## src/rtl/regfile_dump_loader_if.sv

```systemverilog
// Bus bundle for regfile_dump_loader: command channel, register-file
// read/write ports, dump output stream, load input stream and status.
//   master : the dump/load engine
//   slave  : the surrounding core / debug logic
interface regfile_dump_loader_if #(
  parameter int DATA_WIDTH = 32,
  parameter int ADDR_WIDTH = 5
);
  logic                  cmd_valid_i;
  logic                  cmd_ready_o;
  logic                  cmd_op_i;
  logic [ADDR_WIDTH-1:0] cmd_start_i;
  logic [ADDR_WIDTH-1:0] cmd_count_i;
  logic [ADDR_WIDTH-1:0] rf_rd_addr_o;
  logic [DATA_WIDTH-1:0] rf_rd_data_i;
  logic                  rf_we_o;
  logic [ADDR_WIDTH-1:0] rf_wr_addr_o;
  logic [DATA_WIDTH-1:0] rf_wr_data_o;
  logic                  out_valid_o;
  logic                  out_ready_i;
  logic [DATA_WIDTH-1:0] out_data_o;
  logic [ADDR_WIDTH-1:0] out_addr_o;
  logic                  out_last_o;
  logic                  in_valid_i;
  logic                  in_ready_o;
  logic [DATA_WIDTH-1:0] in_data_i;
  logic                  busy_o;
  logic                  done_o;

  modport master (
    input  cmd_valid_i, cmd_op_i, cmd_start_i, cmd_count_i, rf_rd_data_i,
           out_ready_i, in_valid_i, in_data_i,
    output cmd_ready_o, rf_rd_addr_o, rf_we_o, rf_wr_addr_o, rf_wr_data_o,
           out_valid_o, out_data_o, out_addr_o, out_last_o, in_ready_o,
           busy_o, done_o
  );

  modport slave (
    output cmd_valid_i, cmd_op_i, cmd_start_i, cmd_count_i, rf_rd_data_i,
           out_ready_i, in_valid_i, in_data_i,
    input  cmd_ready_o, rf_rd_addr_o, rf_we_o, rf_wr_addr_o, rf_wr_data_o,
           out_valid_o, out_data_o, out_addr_o, out_last_o, in_ready_o,
           busy_o, done_o
  );
endinterface

```

## src/rtl/regfile_dump_loader.sv

```systemverilog
// regfile_dump_loader: debug/checkpoint engine for the integer register file.
// A command either streams a wrapping range of registers out (dump) or writes
// a range from an inbound stream into the register file (load).
// Ports:
//   clk  - rising-edge clock
//   rst  - asynchronous active-high reset
//   bus  - regfile_dump_loader_if.master (command, rf ports, streams, status)
module regfile_dump_loader #(
  parameter int DATA_WIDTH = 32,
  parameter int ADDR_WIDTH = 5,
  parameter int REG_COUNT  = 32
) (
  input  logic                  clk,
  input  logic                  rst,
  regfile_dump_loader_if.master bus
);

  localparam logic [ADDR_WIDTH-1:0] LAST_IDX   = ADDR_WIDTH'(REG_COUNT - 1);
  localparam logic [ADDR_WIDTH:0]   FULL_COUNT = (ADDR_WIDTH + 1)'(REG_COUNT);
  localparam logic [ADDR_WIDTH:0]   ONE        = (ADDR_WIDTH + 1)'(1);

  typedef enum logic [1:0] {IDLE, DUMP, LOAD, DONE} state_t;

  state_t                state;
  logic [ADDR_WIDTH-1:0] cur_addr;
  logic [ADDR_WIDTH:0]   remaining;
  logic                  cmd_ready_q;
  logic                  busy_q;
  logic                  done_q;
  logic                  in_ready_q;
  logic                  out_valid_q;
  logic [DATA_WIDTH-1:0] out_data_q;
  logic [ADDR_WIDTH-1:0] out_addr_q;
  logic                  out_last_q;

  logic out_hs;
  logic in_hs;
  logic capture;

  function automatic logic [ADDR_WIDTH-1:0] next_addr(input logic [ADDR_WIDTH-1:0] a);
    return (a == LAST_IDX) ? '0 : a + 1'b1;
  endfunction

  always_comb begin
    out_hs  = out_valid_q && bus.out_ready_i;
    in_hs   = in_ready_q && bus.in_valid_i;
    // Refill the single output slot whenever it is empty or draining this edge.
    capture = (state == DUMP) && (remaining != '0) && (!out_valid_q || bus.out_ready_i);
  end

  assign bus.cmd_ready_o  = cmd_ready_q;
  assign bus.busy_o       = busy_q;
  assign bus.done_o       = done_q;
  assign bus.in_ready_o   = in_ready_q;
  assign bus.out_valid_o  = out_valid_q;
  assign bus.out_data_o   = out_data_q;
  assign bus.out_addr_o   = out_addr_q;
  assign bus.out_last_o   = out_last_q;
  assign bus.rf_rd_addr_o = (state == DUMP) ? cur_addr : '0;
  // x0 is hardwired: the beat is consumed but never written.
  assign bus.rf_we_o      = in_hs && (cur_addr != '0);
  assign bus.rf_wr_addr_o = cur_addr;
  assign bus.rf_wr_data_o = bus.in_data_i;

  always_ff @(posedge clk or posedge rst) begin
    if (rst) begin
      state       <= IDLE;
      cur_addr    <= '0;
      remaining   <= '0;
      cmd_ready_q <= 1'b1;
      busy_q      <= 1'b0;
      done_q      <= 1'b0;
      in_ready_q  <= 1'b0;
      out_valid_q <= 1'b0;
      out_data_q  <= '0;
      out_addr_q  <= '0;
      out_last_q  <= 1'b0;
    end else begin
      case (state)
        IDLE: begin
          if (bus.cmd_valid_i) begin
            cur_addr    <= bus.cmd_start_i;
            remaining   <= (bus.cmd_count_i == '0) ? FULL_COUNT : {1'b0, bus.cmd_count_i};
            cmd_ready_q <= 1'b0;
            busy_q      <= 1'b1;
            if (bus.cmd_op_i) begin
              state      <= LOAD;
              in_ready_q <= 1'b1;
            end else begin
              state <= DUMP;
            end
          end
        end
        DUMP: begin
          if (capture) begin
            out_valid_q <= 1'b1;
            out_data_q  <= bus.rf_rd_data_i;
            out_addr_q  <= cur_addr;
            out_last_q  <= (remaining == ONE);
            remaining   <= remaining - ONE;
            cur_addr    <= next_addr(cur_addr);
          end else if (out_hs) begin
            out_valid_q <= 1'b0;
          end
          // Nothing is left to capture once the last beat is in the slot,
          // so its handshake always leaves the slot empty.
          if (out_hs && out_last_q) begin
            state      <= DONE;
            done_q     <= 1'b1;
            out_last_q <= 1'b0;
          end
        end
        LOAD: begin
          if (in_hs) begin
            remaining <= remaining - ONE;
            cur_addr  <= next_addr(cur_addr);
            if (remaining == ONE) begin
              state      <= DONE;
              in_ready_q <= 1'b0;
              done_q     <= 1'b1;
            end
          end
        end
        DONE: begin
          state       <= IDLE;
          done_q      <= 1'b0;
          busy_q      <= 1'b0;
          cmd_ready_q <= 1'b1;
        end
        default: state <= IDLE;
      endcase
    end
  end

endmodule

```

## src/flat_wrapper.sv

```systemverilog
// flat-port wrapper written by rule: the top's interface ports become plain ports
module regfile_dump_loader_flat 
#(
  parameter int DATA_WIDTH = 32,
  parameter int ADDR_WIDTH = 5,
  parameter int REG_COUNT  = 32
)
  (clk, rst, bus_cmd_valid_i, bus_cmd_op_i, bus_cmd_start_i, bus_cmd_count_i, bus_rf_rd_data_i, bus_out_ready_i, bus_in_valid_i, bus_in_data_i, bus_cmd_ready_o, bus_rf_rd_addr_o, bus_rf_we_o, bus_rf_wr_addr_o, bus_rf_wr_data_o, bus_out_valid_o, bus_out_data_o, bus_out_addr_o, bus_out_last_o, bus_in_ready_o, bus_busy_o, bus_done_o);
  regfile_dump_loader_if #(.DATA_WIDTH(DATA_WIDTH), .ADDR_WIDTH(ADDR_WIDTH)) bus_i ();
  input  logic clk;
  input  logic rst;
  input wire logic [$bits(bus_i.cmd_valid_i)-1:0] bus_cmd_valid_i;
  input wire logic [$bits(bus_i.cmd_op_i)-1:0] bus_cmd_op_i;
  input wire logic [$bits(bus_i.cmd_start_i)-1:0] bus_cmd_start_i;
  input wire logic [$bits(bus_i.cmd_count_i)-1:0] bus_cmd_count_i;
  input wire logic [$bits(bus_i.rf_rd_data_i)-1:0] bus_rf_rd_data_i;
  input wire logic [$bits(bus_i.out_ready_i)-1:0] bus_out_ready_i;
  input wire logic [$bits(bus_i.in_valid_i)-1:0] bus_in_valid_i;
  input wire logic [$bits(bus_i.in_data_i)-1:0] bus_in_data_i;
  output wire logic [$bits(bus_i.cmd_ready_o)-1:0] bus_cmd_ready_o;
  output wire logic [$bits(bus_i.rf_rd_addr_o)-1:0] bus_rf_rd_addr_o;
  output wire logic [$bits(bus_i.rf_we_o)-1:0] bus_rf_we_o;
  output wire logic [$bits(bus_i.rf_wr_addr_o)-1:0] bus_rf_wr_addr_o;
  output wire logic [$bits(bus_i.rf_wr_data_o)-1:0] bus_rf_wr_data_o;
  output wire logic [$bits(bus_i.out_valid_o)-1:0] bus_out_valid_o;
  output wire logic [$bits(bus_i.out_data_o)-1:0] bus_out_data_o;
  output wire logic [$bits(bus_i.out_addr_o)-1:0] bus_out_addr_o;
  output wire logic [$bits(bus_i.out_last_o)-1:0] bus_out_last_o;
  output wire logic [$bits(bus_i.in_ready_o)-1:0] bus_in_ready_o;
  output wire logic [$bits(bus_i.busy_o)-1:0] bus_busy_o;
  output wire logic [$bits(bus_i.done_o)-1:0] bus_done_o;
  assign bus_i.cmd_valid_i = bus_cmd_valid_i;
  assign bus_i.cmd_op_i = bus_cmd_op_i;
  assign bus_i.cmd_start_i = bus_cmd_start_i;
  assign bus_i.cmd_count_i = bus_cmd_count_i;
  assign bus_i.rf_rd_data_i = bus_rf_rd_data_i;
  assign bus_i.out_ready_i = bus_out_ready_i;
  assign bus_i.in_valid_i = bus_in_valid_i;
  assign bus_i.in_data_i = bus_in_data_i;
  assign bus_cmd_ready_o = bus_i.cmd_ready_o;
  assign bus_rf_rd_addr_o = bus_i.rf_rd_addr_o;
  assign bus_rf_we_o = bus_i.rf_we_o;
  assign bus_rf_wr_addr_o = bus_i.rf_wr_addr_o;
  assign bus_rf_wr_data_o = bus_i.rf_wr_data_o;
  assign bus_out_valid_o = bus_i.out_valid_o;
  assign bus_out_data_o = bus_i.out_data_o;
  assign bus_out_addr_o = bus_i.out_addr_o;
  assign bus_out_last_o = bus_i.out_last_o;
  assign bus_in_ready_o = bus_i.in_ready_o;
  assign bus_busy_o = bus_i.busy_o;
  assign bus_done_o = bus_i.done_o;
  regfile_dump_loader #(.DATA_WIDTH(DATA_WIDTH), .ADDR_WIDTH(ADDR_WIDTH), .REG_COUNT(REG_COUNT)) u_core (.clk(clk), .rst(rst), .bus(bus_i));
endmodule
```

## config.mk

```make
export PLATFORM = sky130hd
export DESIGN_NAME = regfile_dump_loader_flat
export DESIGN_NICKNAME = d
export VERILOG_FILES = /design/src/rtl/regfile_dump_loader_if.sv /design/src/rtl/regfile_dump_loader.sv /design/src/flat_wrapper.sv
export SDC_FILE = /design/constraint.sdc
export NUM_CORES = 1
export LEC_CHECK = 0
export CAP_MARGIN = 10
export CELL_PAD_IN_SITES_DETAIL_PLACEMENT = 1
export CELL_PAD_IN_SITES_GLOBAL_PLACEMENT = 2
export CORE_MARGIN = 2
export CORE_UTILIZATION = 24
export CTS_CLUSTER_SIZE = 28
export DETAILED_ROUTE_END_ITERATION = 7
export PLACE_DENSITY = 0.95
export SKIP_CTS_REPAIR_TIMING = 1
export SYNTH_ARGS = -nofsm -noshare
export SYNTH_HDL_FRONTEND = slang
export SYNTH_SLANG_ARGS = --single-unit
```

## constraint.sdc

```tcl
create_clock -name clk -period 6.6 [get_ports clk]
set_clock_uncertainty 0.2 [all_clocks]
set_input_delay 1.32 -clock clk [delete_from_list [all_inputs] [get_ports clk]]
set_output_delay 1.32 -clock clk [all_outputs]
set_load 0.01 [all_outputs]
```

==> run metrics <==
status=finished, final reports clean; largest net degree at the start of global routing=57; post-route cell area=4010 sq um; Yosys reg bits=56; syn nets=349; WL/cell=16.0 um; Num CTS Buffers=5; Post-Synthesis Cells=259; Setup WS post-layout=2510 ps; Clk pin slew, worst setup/hold paths=70 ps; Max-Cap Viols=0; fmax=244 MHz; Skew-Pair Late Insertion Delay=290 ps; Tightest Hold Check Type=reg2reg; share of cells above drive strength 1=15.2%; commonest non-fill, non-tap cells in the layout=clkdlybuf4s50_1, dfrtp_1, mux2_2; synth unique cells=44; Final Hold Vio Count=0; number of global-route vias before repair=2429; Seq/Total Area, Yosys=48.0%; Crit Path Class=in2out; commonest non-fill, non-tap cell in the layout=clkdlybuf4s50_1; Synth Area in Compound Gates=10.3%; unrepaired setup endpoints after global routing=no; row count=40; FF-to-FF setup slack=3830 ps; Pins Over Slew Limit=0; first-pass GRT wire length=12.3 mm; core region area=12000 sq um; Root Buffer=clkbuf_16; Die Area=13100 sq um; mux contribution to synthesized area=16.4%; drt drc=0; Worst Path Max Fanout=2; gr ovfl total=0; critical path arrival=2570 ps; Reg2Reg Depth=6; Worst Path Required=5080 ps; I/O pins=166; pre-CTS setup slack=2470 ps; main flop type after synthesis=dfrtp_1; GRT Total Usage=11.8%; H-tree Lvls=2; Final Cycle Share=62.0%; initial DRC count=70; Routed Antenna Nets=0; P_leak=1.62 nW; mapped cell area=2920 sq um; Fin Hold WS=291 ps; DP Area=3860 sq um; mean post-synth cell area=11.3 sq um; Nets=417; Synth Area in XOR/XNOR=0%; Initial Util=24.4%; Pwr per Cell Area=510 nW/um^2; ys async rst share=100%; n_diodes=0; DR vias=2191; die width=114 um; Vias/cell=4.61; adder-cell area share of the yosys netlist=4.28%; Yosys warning count=0; Crit. End Element=output port; min Tclk post-route=4090 ps; Max VDD drop=137 uV; post-detail-place hpwl=5.73 mm; largest family of logic cells by synthesized area=multiplexers; drt pass-1 iters=4; Hold Crit Depth=1; P&R area growth vs syn=37.3%; endpoints failing setup=0; Synth Area in Simple Gates=9.64%; Least-Margin Pin Slew=736 ps; final WL=7.61 mm; relative slew slack=50.9%; antenna violations before repair=0; CTS tree=yes; Setup TNS=0 ps; clk sinks=56; EDFF count, synth=0; Die Ht=114 um; clk buf depth=2; crit path launch type=input pin; RD Place Congestion=0.714; # port buffers=101
## worst max-delay path, cell delays in order
cell,delay [ps]
clkdlybuf4s50_1,480
nand2_1,90
nor2_1,120
clkdlybuf4s50_1,570
## logic make-up (layout without fill, tap and decap cells)
kind of cell / Yosys count / in the layout
compound gates: 43 / 43
fa+ha+maj: 10 / 10
buf+inv: 55 / 124
flops: 56 / 56
mux: 43 / 43
simple gates: 52 / 52
## flip-flops by register name, summed over array words and instances (netlist names)
name / count
u_core.bus.in_ready_o: 1
u_core.bus.cmd_ready_o: 1
u_core.bus.out_valid_o: 1
u_core.state: 2
u_core.bus.busy_o: 1
u_core.bus.rf_wr_addr_o: 5
u_core.bus.out_last_o: 1
u_core.bus.done_o: 1
u_core.bus.out_addr_o: 5
u_core.bus.out_data_o: 32
u_core.remaining: 6
## per-layer routing
metal,vias to the layer above,part of all wire [%],track usage (%)
li1,1018,-,-
met1,1077,42,13.8
met2,79,50,21.0
met3,17,5.9,2.38
met4,0,2.0,4.72
met5,-,0,0
## power by group
group	leakage, nW	switching, mW	internal (mW)	total [mW]
clock	0.0671	0.126	0.142	0.267
combinational	0.896	0.526	0.599	1.13
sequential	0.657	0.131	0.523	0.654
total	1.62	0.783	1.26	2.05
## cells in the mapped netlist, types with 2 or more instances
cell	number	area, sq um
a2111oi_0	2	17.5
a211oi_1	2	15.0
a21o_1	2	15.0
a21oi_1	7	35.0
a221oi_1	2	17.5
a2bb2oi_1	3	26.3
a31oi_1	2	12.5
and2_1	3	18.8
buf_2	5	25.0
buf_4	32	240
clkbuf_1	5	18.8
dfrtp_1	55	1380
ha_1	10	125
inv_1	12	45.0
mux2_1	3	33.8
mux2_2	35	394
mux2i_1	5	50.1
nand2_1	7	26.3
nand3_1	4	20.0
nand4_1	3	18.8
nor2_1	12	45.0
nor2b_1	5	31.3
nor3_1	7	35.0
o21ai_0	9	45.0
o21ai_1	4	20.0
o31ai_1	5	37.5
## per-stage QoR
step | utilization (%) | cells | total power, mW
after floorplan | - | 259 | 1.31
after global placement | 32.3 | 467 | 1.76
after detailed placement | 32.3 | 467 | 1.80
after CTS | 33.5 | 475 | 2.08
after global routing | 33.5 | 475 | 2.21
final | 33.5 | 475 | 2.05
## final cells by class
cell class | count | area [sq um]
multi-input cells | 148 | 1200
fillers | 1304 | 7950
flip-flops and latches | 56 | 1400
clock buffers | 6 | 129
clock inverters | 2 | 16.3
inverters | 13 | 48.8
well taps | 147 | 184
repair buffers | 103 | 1030
## path summary, 6_finish.rpt
kind | start | endpoint
hold / removal | u_core.bus.out_data_o[31]$_DFFE_PP0P_ | u_core.bus.out_data_o[31]$_DFFE_PP0P_
setup / recovery | bus_in_valid_i | bus_rf_we_o
max in group asynchronous | rst | u_core.bus.out_data_o[21]$_DFFE_PP0P_
setup reg to reg | u_core.state[1]$_DFFE_PP0P_ | u_core.remaining[5]$_DFFE_PP0P_
hold reg to reg | u_core.bus.out_data_o[31]$_DFFE_PP0P_ | u_core.bus.out_data_o[31]$_DFFE_PP0P_
min in group asynchronous | rst | u_core.bus.done_o$_DFFE_PP0P_
Power figures use the tool's default switching activity.
